$ cat src/rtl/crc_pkg.sv
// Shared constants and state type for the CRC-32 frame sequencer and its bench model.
// Latency: n/a (package only).
// Backpressure: n/a (package only).
package crc_pkg;

  // Bytes per engine chunk; the engine datapath is fixed at 128 bits.
  localparam int CHUNK_BYTES = 16;

  // CRC-32 seed used by the engine after a clear (reference models use it too).
  localparam logic [31:0] CRC_INIT = 32'hFFFF_FFFF;

  // Cycles to wait for the engine to drop ready after a chunk strobe before
  // assuming it already finished.
  localparam int ENG_TO = 4;

  typedef enum logic [3:0] {
    ST_IDLE      = 4'd0,
    ST_CLR       = 4'd1,
    ST_CLR_WAIT  = 4'd2,
    ST_FILL      = 4'd3,
    ST_ISSUE     = 4'd4,
    ST_WAIT_BUSY = 4'd5,
    ST_WAIT_RDY  = 4'd6,
    ST_SETTLE    = 4'd7,
    ST_DONE      = 4'd8
  } crc_seq_state_t;

endpackage

$ cat src/rtl/crc_chunk_pack.sv
// Packs accepted bytes into a 128-bit chunk, byte 0 in the top lane, and reports its length.
// Latency: a written byte appears in o_data the cycle after i_wr; o_done is combinational.
// Backpressure: none; the caller only asserts i_wr when it can take a full/last chunk.
//
// Ports:
//   clk, rst_n      clock, asynchronous active-low reset
//   i_clr           zero all lanes, the lane index and the length
//   i_wr, i_byte    write i_byte into the current lane and advance the index
//   i_last          the byte being written closes the frame
//   o_data          packed chunk, lane k at [127-8k -: 8], unused lanes zero
//   o_len           valid bytes of the closed chunk, 0 means 16
//   o_done          this write fills lane 15 or carries i_last
module crc_chunk_pack
  import crc_pkg::*;
(
  input  logic                     clk,
  input  logic                     rst_n,
  input  logic                     i_clr,
  input  logic                     i_wr,
  input  logic [7:0]               i_byte,
  input  logic                     i_last,
  output logic [8*CHUNK_BYTES-1:0] o_data,
  output logic [3:0]               o_len,
  output logic                     o_done
);

  logic [8*CHUNK_BYTES-1:0] r_data;
  logic [3:0]               r_lane;
  logic [3:0]               r_len;
  logic                     w_full;

  assign w_full = (r_lane == 4'(CHUNK_BYTES - 1));
  assign o_done = i_wr & (w_full | i_last);
  assign o_data = r_data;
  assign o_len  = r_len;

  always_ff @(posedge clk or negedge rst_n) begin
    if (!rst_n) begin
      r_data <= '0;
      r_lane <= '0;
      r_len  <= '0;
    end else if (i_clr) begin
      r_data <= '0;
      r_lane <= '0;
      r_len  <= '0;
    end else if (i_wr) begin
      r_data[(CHUNK_BYTES - 1 - int'(r_lane)) * 8 +: 8] <= i_byte;
      r_lane <= r_lane + 4'd1;
      // lane 15 + 1 wraps to 0, which is exactly the "16 bytes" encoding
      if (o_done) r_len <= r_lane + 4'd1;
    end
  end

endmodule

$ cat src/rtl/crc_frame_seq.sv
// Frame sequencer for the shared 16-byte CRC-32 engine: clears it, feeds 128-bit chunks, returns the FCS.
// Latency: last-byte handshake to fcs_valid = ISSUE + engine turnaround + SETTLE + 1 cycle.
// Backpressure: s_ready is high only while filling a chunk; fcs is held in DONE until fcs_ready.
//
// Ports:
//   clk, rst_n                     clock, asynchronous active-low reset
//   s_data/s_valid/s_last/s_ready  input byte stream
//   eng_clr, eng_en                engine clear pulse and chunk strobe
//   eng_data, eng_len              chunk (byte 0 at [127:120]) and length (0 means 16)
//   eng_crc, eng_rdy               engine result and idle/result-valid
//   fcs/fcs_len/fcs_valid/fcs_ready  frame CRC and saturating byte count
module crc_frame_seq
  import crc_pkg::*;
#(
  parameter int LEN_W = 16
) (
  input  logic                     clk,
  input  logic                     rst_n,
  input  logic [7:0]               s_data,
  input  logic                     s_valid,
  input  logic                     s_last,
  output logic                     s_ready,
  output logic                     eng_clr,
  output logic [8*CHUNK_BYTES-1:0] eng_data,
  output logic [3:0]               eng_len,
  output logic                     eng_en,
  input  logic [31:0]              eng_crc,
  input  logic                     eng_rdy,
  output logic [31:0]              fcs,
  output logic [LEN_W-1:0]         fcs_len,
  output logic                     fcs_valid,
  input  logic                     fcs_ready
);

  crc_seq_state_t r_state;
  crc_seq_state_t w_state_nxt;

  logic [2:0]       r_cnt;        // dwell counter for CLR_WAIT and WAIT_BUSY
  logic [LEN_W-1:0] r_byte_cnt;
  logic             r_last_chunk; // s_last of the most recently accepted byte
  logic             r_s_ready;
  logic             r_eng_clr;
  logic             r_eng_en;
  logic [31:0]      r_fcs;
  logic [LEN_W-1:0] r_fcs_len;
  logic             r_fcs_valid;

  logic             w_acc;
  logic             w_chunk_done;
  logic             w_pack_clr;

  // r_s_ready is only high in FILL, so this is the byte handshake
  assign w_acc = s_valid & r_s_ready;

  // Lanes are cleared at frame start and after each non-final chunk is consumed
  assign w_pack_clr = (r_state == ST_CLR) ||
                      (r_state == ST_WAIT_RDY && eng_rdy && !r_last_chunk);

  crc_chunk_pack u_pack (
    .clk    (clk),
    .rst_n  (rst_n),
    .i_clr  (w_pack_clr),
    .i_wr   (w_acc),
    .i_byte (s_data),
    .i_last (s_last),
    .o_data (eng_data),
    .o_len  (eng_len),
    .o_done (w_chunk_done)
  );

  always_comb begin
    w_state_nxt = r_state;
    case (r_state)
      ST_IDLE:      if (s_valid) w_state_nxt = ST_CLR;
      ST_CLR:       w_state_nxt = ST_CLR_WAIT;
      ST_CLR_WAIT:  if (r_cnt == 3'd1) w_state_nxt = ST_FILL;
      ST_FILL:      if (w_chunk_done) w_state_nxt = ST_ISSUE;
      ST_ISSUE:     w_state_nxt = ST_WAIT_BUSY;
      // An engine that never drops ready within the window is taken as done
      ST_WAIT_BUSY: if (!eng_rdy || r_cnt == 3'(ENG_TO - 1)) w_state_nxt = ST_WAIT_RDY;
      ST_WAIT_RDY:  if (eng_rdy) w_state_nxt = r_last_chunk ? ST_SETTLE : ST_FILL;
      ST_SETTLE:    w_state_nxt = ST_DONE;
      ST_DONE:      if (fcs_ready) w_state_nxt = ST_IDLE;
      default:      w_state_nxt = ST_IDLE;
    endcase
  end

  // Strobes and s_ready are registered from the next state so they line up
  // with the state they belong to.
  always_ff @(posedge clk or negedge rst_n) begin
    if (!rst_n) begin
      r_state      <= ST_IDLE;
      r_cnt        <= '0;
      r_s_ready    <= 1'b0;
      r_eng_clr    <= 1'b0;
      r_eng_en     <= 1'b0;
      r_fcs_valid  <= 1'b0;
      r_byte_cnt   <= '0;
      r_last_chunk <= 1'b0;
      r_fcs        <= '0;
      r_fcs_len    <= '0;
    end else begin
      r_state     <= w_state_nxt;
      r_cnt       <= (w_state_nxt != r_state) ? 3'd0 : r_cnt + 3'd1;
      r_s_ready   <= (w_state_nxt == ST_FILL);
      r_eng_clr   <= (w_state_nxt == ST_CLR);
      r_eng_en    <= (w_state_nxt == ST_ISSUE);
      r_fcs_valid <= (w_state_nxt == ST_DONE);

      if (r_state == ST_CLR) begin
        r_byte_cnt   <= '0;
        r_last_chunk <= 1'b0;
      end else if (w_acc) begin
        r_last_chunk <= s_last;
        if (r_byte_cnt != '1) r_byte_cnt <= r_byte_cnt + 1'b1;
      end

      if (r_state == ST_SETTLE) begin
        r_fcs     <= eng_crc;
        r_fcs_len <= r_byte_cnt;
      end
    end
  end

  assign s_ready   = r_s_ready;
  assign eng_clr   = r_eng_clr;
  assign eng_en    = r_eng_en;
  assign fcs       = r_fcs;
  assign fcs_len   = r_fcs_len;
  assign fcs_valid = r_fcs_valid;

endmodule

$ cat config.mk
export PLATFORM = sky130hd
export DESIGN_NAME = crc_frame_seq
export DESIGN_NICKNAME = d
export VERILOG_FILES = /design/src/rtl/crc_pkg.sv /design/src/rtl/crc_chunk_pack.sv /design/src/rtl/crc_frame_seq.sv
export SDC_FILE = /design/constraint.sdc
export NUM_CORES = 1
export LEC_CHECK = 0
export ABC_CLOCK_PERIOD_IN_PS = 5500
export CAP_MARGIN = 20
export CORE_ASPECT_RATIO = 1.4
export CORE_MARGIN = 3
export CORE_UTILIZATION = 35
export DETAILED_ROUTE_END_ITERATION = 16
export PLACE_DENSITY = 0.71
export SLEW_MARGIN = 10
export SYNTH_ARGS = -nofsm -noshare
export SYNTH_HDL_FRONTEND = slang
export SYNTH_SLANG_ARGS = --single-unit
export TNS_END_PERCENT = 20
$ cat constraint.sdc
create_clock -name clk -period 5.5 [get_ports clk]
set_input_delay 0.55 -clock clk [delete_from_list [all_inputs] [get_ports clk]]
set_output_delay 0.55 -clock clk [all_outputs]
set_load 0.05 [all_outputs]
## Word level (Yosys, flattened, before mapping)

Index checks and enable logic that the tools add are counted.

- Reduce and logical (&&, ||, !) cells: 13
- Multiplexer cells: 22
- Shift operators: 2
- Bitwise operators: 3
- Add/sub/neg operators: 5
- Equal/unequal tests: 17

Operators by type and width:

| operator | count |
|---|---|
| 128-bit two-way mux | 2 |
| 128-bit bitwise mux | 1 |
| 8-bit by 33-bit variable shift with 128-bit output (first input constant) | 1 |
| 8-bit by 33-bit indexed part select with 128-bit output | 1 |
| 16-bit two-way mux | 3 |
| 4-bit two-way mux | 11 |
| 4-bit case mux with 9 select lines | 1 |
| 32-bit negator with 33-bit output | 1 |
| 4-bit by 3-bit == test with 1-bit output (second input constant) | 5 |
| 16-bit by 1-bit adder with 16-bit output (second input constant) | 1 |
| 16-bit != test (second input constant) | 1 |
| 4-bit by 2-bit == test with 1-bit output (second input constant) | 3 |
| 4-bit == test (second input constant) | 3 |
| 4-bit by 1-bit == test with 1-bit output (second input constant) | 2 |
| 2-bit nonzero test | 4 |
| 3-bit two-way mux | 2 |
| 4-bit by 4-bit subtractor with 5-bit output (first input constant) | 1 |
| 4-bit by 1-bit adder with 4-bit output (second input constant) | 1 |
| 4-bit zero test | 1 |
| 4-bit != test | 1 |
| 2-bit AND reduction | 2 |
| 3-bit by 1-bit adder with 3-bit output (second input constant) | 1 |
| 3-bit by 1-bit == test with 1-bit output (second input constant) | 1 |
| 3-bit by 2-bit == test with 1-bit output (second input constant) | 1 |
| other kinds (6) | 11 |

- Flip-flop bits (word level): 212
- Output and inout port bits: 184

## Logic depth before layout (Yosys ltp)

- Depth in word-level cells: 7
- Gate-level depth with buffers: 10
- Mapped depth without buffers: 7

## Modules after synthesis

Synthesis repeated with hierarchy kept, for this count alone.

- Cell total of the unflattened synthesis: 695
- Area, all modules: 9013.6 um^2

By module, submodules not included:

| module | area each (um^2) | cells each | instances |
|---|---|---|---|
| crc_chunk_pack | 5541.6 | 407 | 1 |
| crc_frame_seq | 3472.1 | 288 | 1 |

## Least setup slack after synthesis

Ideal clock, no wire load.

- Kind: register -> register
- Start: register u_pack.r_lane[0]
- End: register u_pack.r_data[0], in the netlist u_pack.o_data[0]
- Setup slack: 2962 ps
- Data arrival time: 2417 ps
- Required time: 5379 ps
- Clock period less this slack: 2538 ps
- Cell stages (with the launch flop): 10
- Path buffers: 3
- Path through: dfrtp_1 > buf_2 > buf_4 > and3_1 > ha_1 > nand3b_2 > or4_1 > buf_2 > mux2i_1 > nor2_1

- Longest elaborated chain between the ends: 6
- Elaborated cells on any way between the ends: 7
- Classes of those cells: 2 x add/sub; 2 x shift; 3 x mux

RTL lines:

| item | RTL line | RTL |
|---|---|---|
| start, declared | crc_chunk_pack.sv:28 | `logic [3:0] r_lane;` |
| start signal, assigned | crc_chunk_pack.sv:48 | `r_lane <= r_lane + 4'd1;` |
| 4-bit by 4-bit subtractor with 5-bit output * | crc_chunk_pack.sv:47 | `r_data[(CHUNK_BYTES - 1 - int'(r_lane)) * 8 +: 8] <= i_byte;` |
| 32-bit negator with 33-bit output * | crc_chunk_pack.sv:47 |  |
| 8-bit by 33-bit indexed part select with 128-bit output or 8-bit by 33-bit variable shift with 128-bit output (tied branches) | crc_chunk_pack.sv:47 |  |
| 128-bit bitwise mux * | crc_chunk_pack.sv:47 |  |
| 128-bit two-way mux * | crc_chunk_pack.sv:46 | `end else if (i_wr) begin` |
| 128-bit two-way mux * | crc_chunk_pack.sv:42 | `end else if (i_clr) begin` |
| end signal, assigned by index | crc_chunk_pack.sv:47 |  |
| end, declared | crc_chunk_pack.sv:27 | `logic [8*CHUNK_BYTES-1:0] r_data;` |

Every way passes the cells marked *; elsewhere a longest branch is shown, timed or not. The select of a mux whose other input is x is not followed.
A chain may end at the register's enable or synchronous reset.

## Final worst setup path

- Start: register u_pack.r_lane[0]
- End: register u_pack.r_data[83], in the netlist u_pack.o_data[83]

The elaborated chain is that of the path after synthesis.

==> flow_metrics.env <==
export IMPL_yosys_most_used_dff="dfrtp_1"
export IMPL_setup_viol=0
export IMPL_vias=7151
export IMPL_coreArea_mm2=0.0257
export IMPL_seqCellArea_mm2=0.00531
export IMPL_syn_to_final_growth_pct=35.7
export IMPL_grt_overflow=0
export IMPL_syn_area_mm2=0.00929
export IMPL_drive_above_1_share=0.104
export IMPL_vias_per_cell=5.26
export IMPL_drt_total_wl_mm=25.6
export IMPL_status="complete, but fails checks"
export IMPL_chipHeight_um=199
export IMPL_hp_class="in -> async"
export IMPL_ir_worst_vdd_mv=0.347
export IMPL_tns_ns=0
export IMPL_ys_seq_area_frac=0.571
export IMPL_crit_path_end_kind="flop"
export IMPL_rsz0062_at_grt="no"
export IMPL_clock_latency_ns=0.52
export IMPL_p_per_area_mw_per_mm2=443
export IMPL_first_iter_violations=342
export IMPL_p_leak_nw=5.59
export IMPL_critPathLaunchType="flop"
export IMPL_cts_buffers=23
export IMPL_report_final_slew_viol_count=0
export IMPL_ys_seq_elements=212
export IMPL_hold_viol_final=15
export IMPL_synth_cell_type_count=60
export IMPL_place_gp_congestion=0.797
export IMPL_final_setup_skew_ns=0.0240
export IMPL_clkSinkCount=212
export IMPL_cap_viol_max_count=0
export IMPL_grt_pass1_vias=7294
export IMPL_cts_hold_buf=0
export IMPL_row_count=69
export IMPL_synth_simple_area_share=0.164
export IMPL_wl_per_cell_um=18.8
export IMPL_clockBufferDepth=3
export IMPL_portBuffers=229
export IMPL_timing_critical_path_fanout_max=18
export IMPL_fin_hold_ws_ns=-0.0245
export IMPL_synth_area_top_cells="dfrtp_1 57%, a22o_1 4.5%, mux2_2 3.5%, a21oi_1 3.4%, nand2_1 3.4%"
export IMPL_max_freq_mhz=299
export IMPL_violations="hold timing"
export IMPL_period_share=0.608
export IMPL_muxShareOfSynthArea=0.0827
export IMPL_async_flop_share=1.00
export IMPL_die_w_um=144
export IMPL_grt_max_degree=129
export IMPL_synth_top_family_by_area="simple AND/OR/NAND/NOR gates"
export IMPL_cts_root_buf="clkbuf_16"
export IMPL_synth_area_per_cell_um2=11.5
export IMPL_cts_resized=0
export IMPL_antenna_found_initial=0
export IMPL_path_clk_slew_ns=0.06
export IMPL_drc=0
export IMPL_final_net_count=1079
export IMPL_syn_inst=809
export IMPL_cts_tree="done"
export IMPL_postCtsSetupBuffers=0
export IMPL_diodes=0
export IMPL_fin_crit_ns=3.35
export IMPL_hpwlAfterDp_mm=18.5
export IMPL_worst_slew_pin_transition_ns=1.05
export IMPL_synthAdderAreaFrac=0.0121
export IMPL_layout_setup_ws_ns=2.15
export IMPL_synth_top_area_cell="dfrtp_1"
export IMPL_multi_input_area_mm2=0.00364
export IMPL_htree_num_levels=1
export IMPL_pin_count=230
export IMPL_ys_warn_count=0
export IMPL_antenna_left=0
export IMPL_cp_arrival_ns=3.68
export IMPL_grt_usage=0.178
export IMPL_synthXorXnorAreaFrac=0.0180
export IMPL_worstSetupPathType="reg -> reg"
export IMPL_maxSlewHeadroom=0.298
export IMPL_dieArea_mm2=0.0286
export IMPL_post_place_ws_ns=2.17
export IMPL_synth_fp_nets=864
export IMPL_start_util=0.361
export IMPL_synth_compound_area_frac=0.115
export IMPL_drt_pre_antenna_iters=5
export IMPL_grt_pass1_wl_mm=40.5
export IMPL_fill_cells=2348
export IMPL_synth_edff_count=0
export IMPL_yosys_area_top_type_share=0.571
export IMPL_cp_required_ns=5.83
==> area by class of cell <==
class	instances	area share
inverter	15	0.00446
sequential	212	0.421
clock inverter	8	0.00972
tap	319	0.0316
multi-input combinational	534	0.289
timing repair buffer	238	0.189
clock buffer	33	0.0557
==> Yosys cell counts, types with 16 or more instances <==
master,count
nand3_1,60
nand2_1,84
dfrtp_1,212
mux2_1,17
mux2i_1,25
and2_1,16
mux2_2,29
a21oi_1,63
a22o_1,48
buf_2,17
nor2_1,58
==> per-stage QoR <==
stage / power, mW / instance area (um^2) / utilization / cells
finish: 5.58 / 12600 / 0.490 / 1359
global route: 5.84 / 12600 / 0.490 / 1359
CTS: 5.64 / 12600 / 0.489 / 1358
detailed placement: 3.95 / 11800 / 0.457 / 1317
global placement: 3.93 / 11800 / 0.457 / 1317
floorplan: 3.34 / 9290 / - / 809
==> state kept, by name, summed over array words and instances (netlist names), 3 cells and up <==
register / count
r_cnt: 3
fcs_len: 16
fcs: 32
r_state: 4
u_pack.o_data: 128
r_byte_cnt: 16
u_pack.r_lane: 4
u_pack.o_len: 4
==> cells by family (layout without fill, tap and decap cells) <==
logic type,Yosys count,count (layout)
AOI/OAI and AO/OA,145,145
DFF,212,212
adders and majority gates,9,9
xor gates and xnor gates,17,17
muxes,71,71
buffers and inverters,63,294
and+or+nand+nor,292,292
==> final timing paths <==
check | startpoint | endpoint | slack (ns) | cells past startpoint
worst min register to register | r_cnt[0] | r_cnt[0] | 0.48 | 1
worst max-delay path | u_pack.r_lane[0] | u_pack.o_data[83] | 2.15 | 7
worst max register to register | u_pack.r_lane[0] | u_pack.o_data[83] | 2.15 | 7
max in group asynchronous | rst_n | fcs_len[1] | 4.28 | 3
min in group clk | r_cnt[0] | r_cnt[0] | 0.48 | 1
worst min-delay path | rst_n | u_pack.o_data[109] | -0.02 | 1
==> worst max-delay path, stage by stage (launching register included) <==
cell	delay (ns)
dfrtp_1	0.78
and3_1	0.25
ha_1	0.30
nand3b_2	0.34
nor2_1	0.84
nand2_1	0.40
nand2_1	0.16
a21oi_1	0.08
==> placed cells by master, fill, tap and decap left out, drive strengths merged, types with 12 or more instances in the layout <==
master	instances
clkdlybuf4s50	228
dfrtp	212
nand2	85
a21oi	66
nand3	61
nor2	59
a22o	48
mux2	46
clkbuf	34
mux2i	25
inv	17
and2	16
xnor2	16
nor2b	12
nor3	12
==> power breakdown <==
| part | total [mW] | leakage, nW | switching (mW) | internal (mW) |
|---|---|---|---|---|
| Combinational | 2.00 | 2.30 | 1.37 | 0.625 |
| Sequential | 1.93 | 2.87 | 0.166 | 1.76 |
| Clock | 1.66 | 0.413 | 0.630 | 1.03 |
| Total | 5.58 | 5.59 | 2.17 | 3.42 |
==> routing by layer <==
layer / up-vias / global-route usage / share of wire
li1: 3265 / - / -
met1: 3568 / 0.221 / 0.40
met2: 274 / 0.308 / 0.50
met3: 44 / 0.0382 / 0.071
met4: 0 / 0.0551 / 0.027
met5: - / 0 / 0
Note: power is estimated with default switching activity, not from simulation.
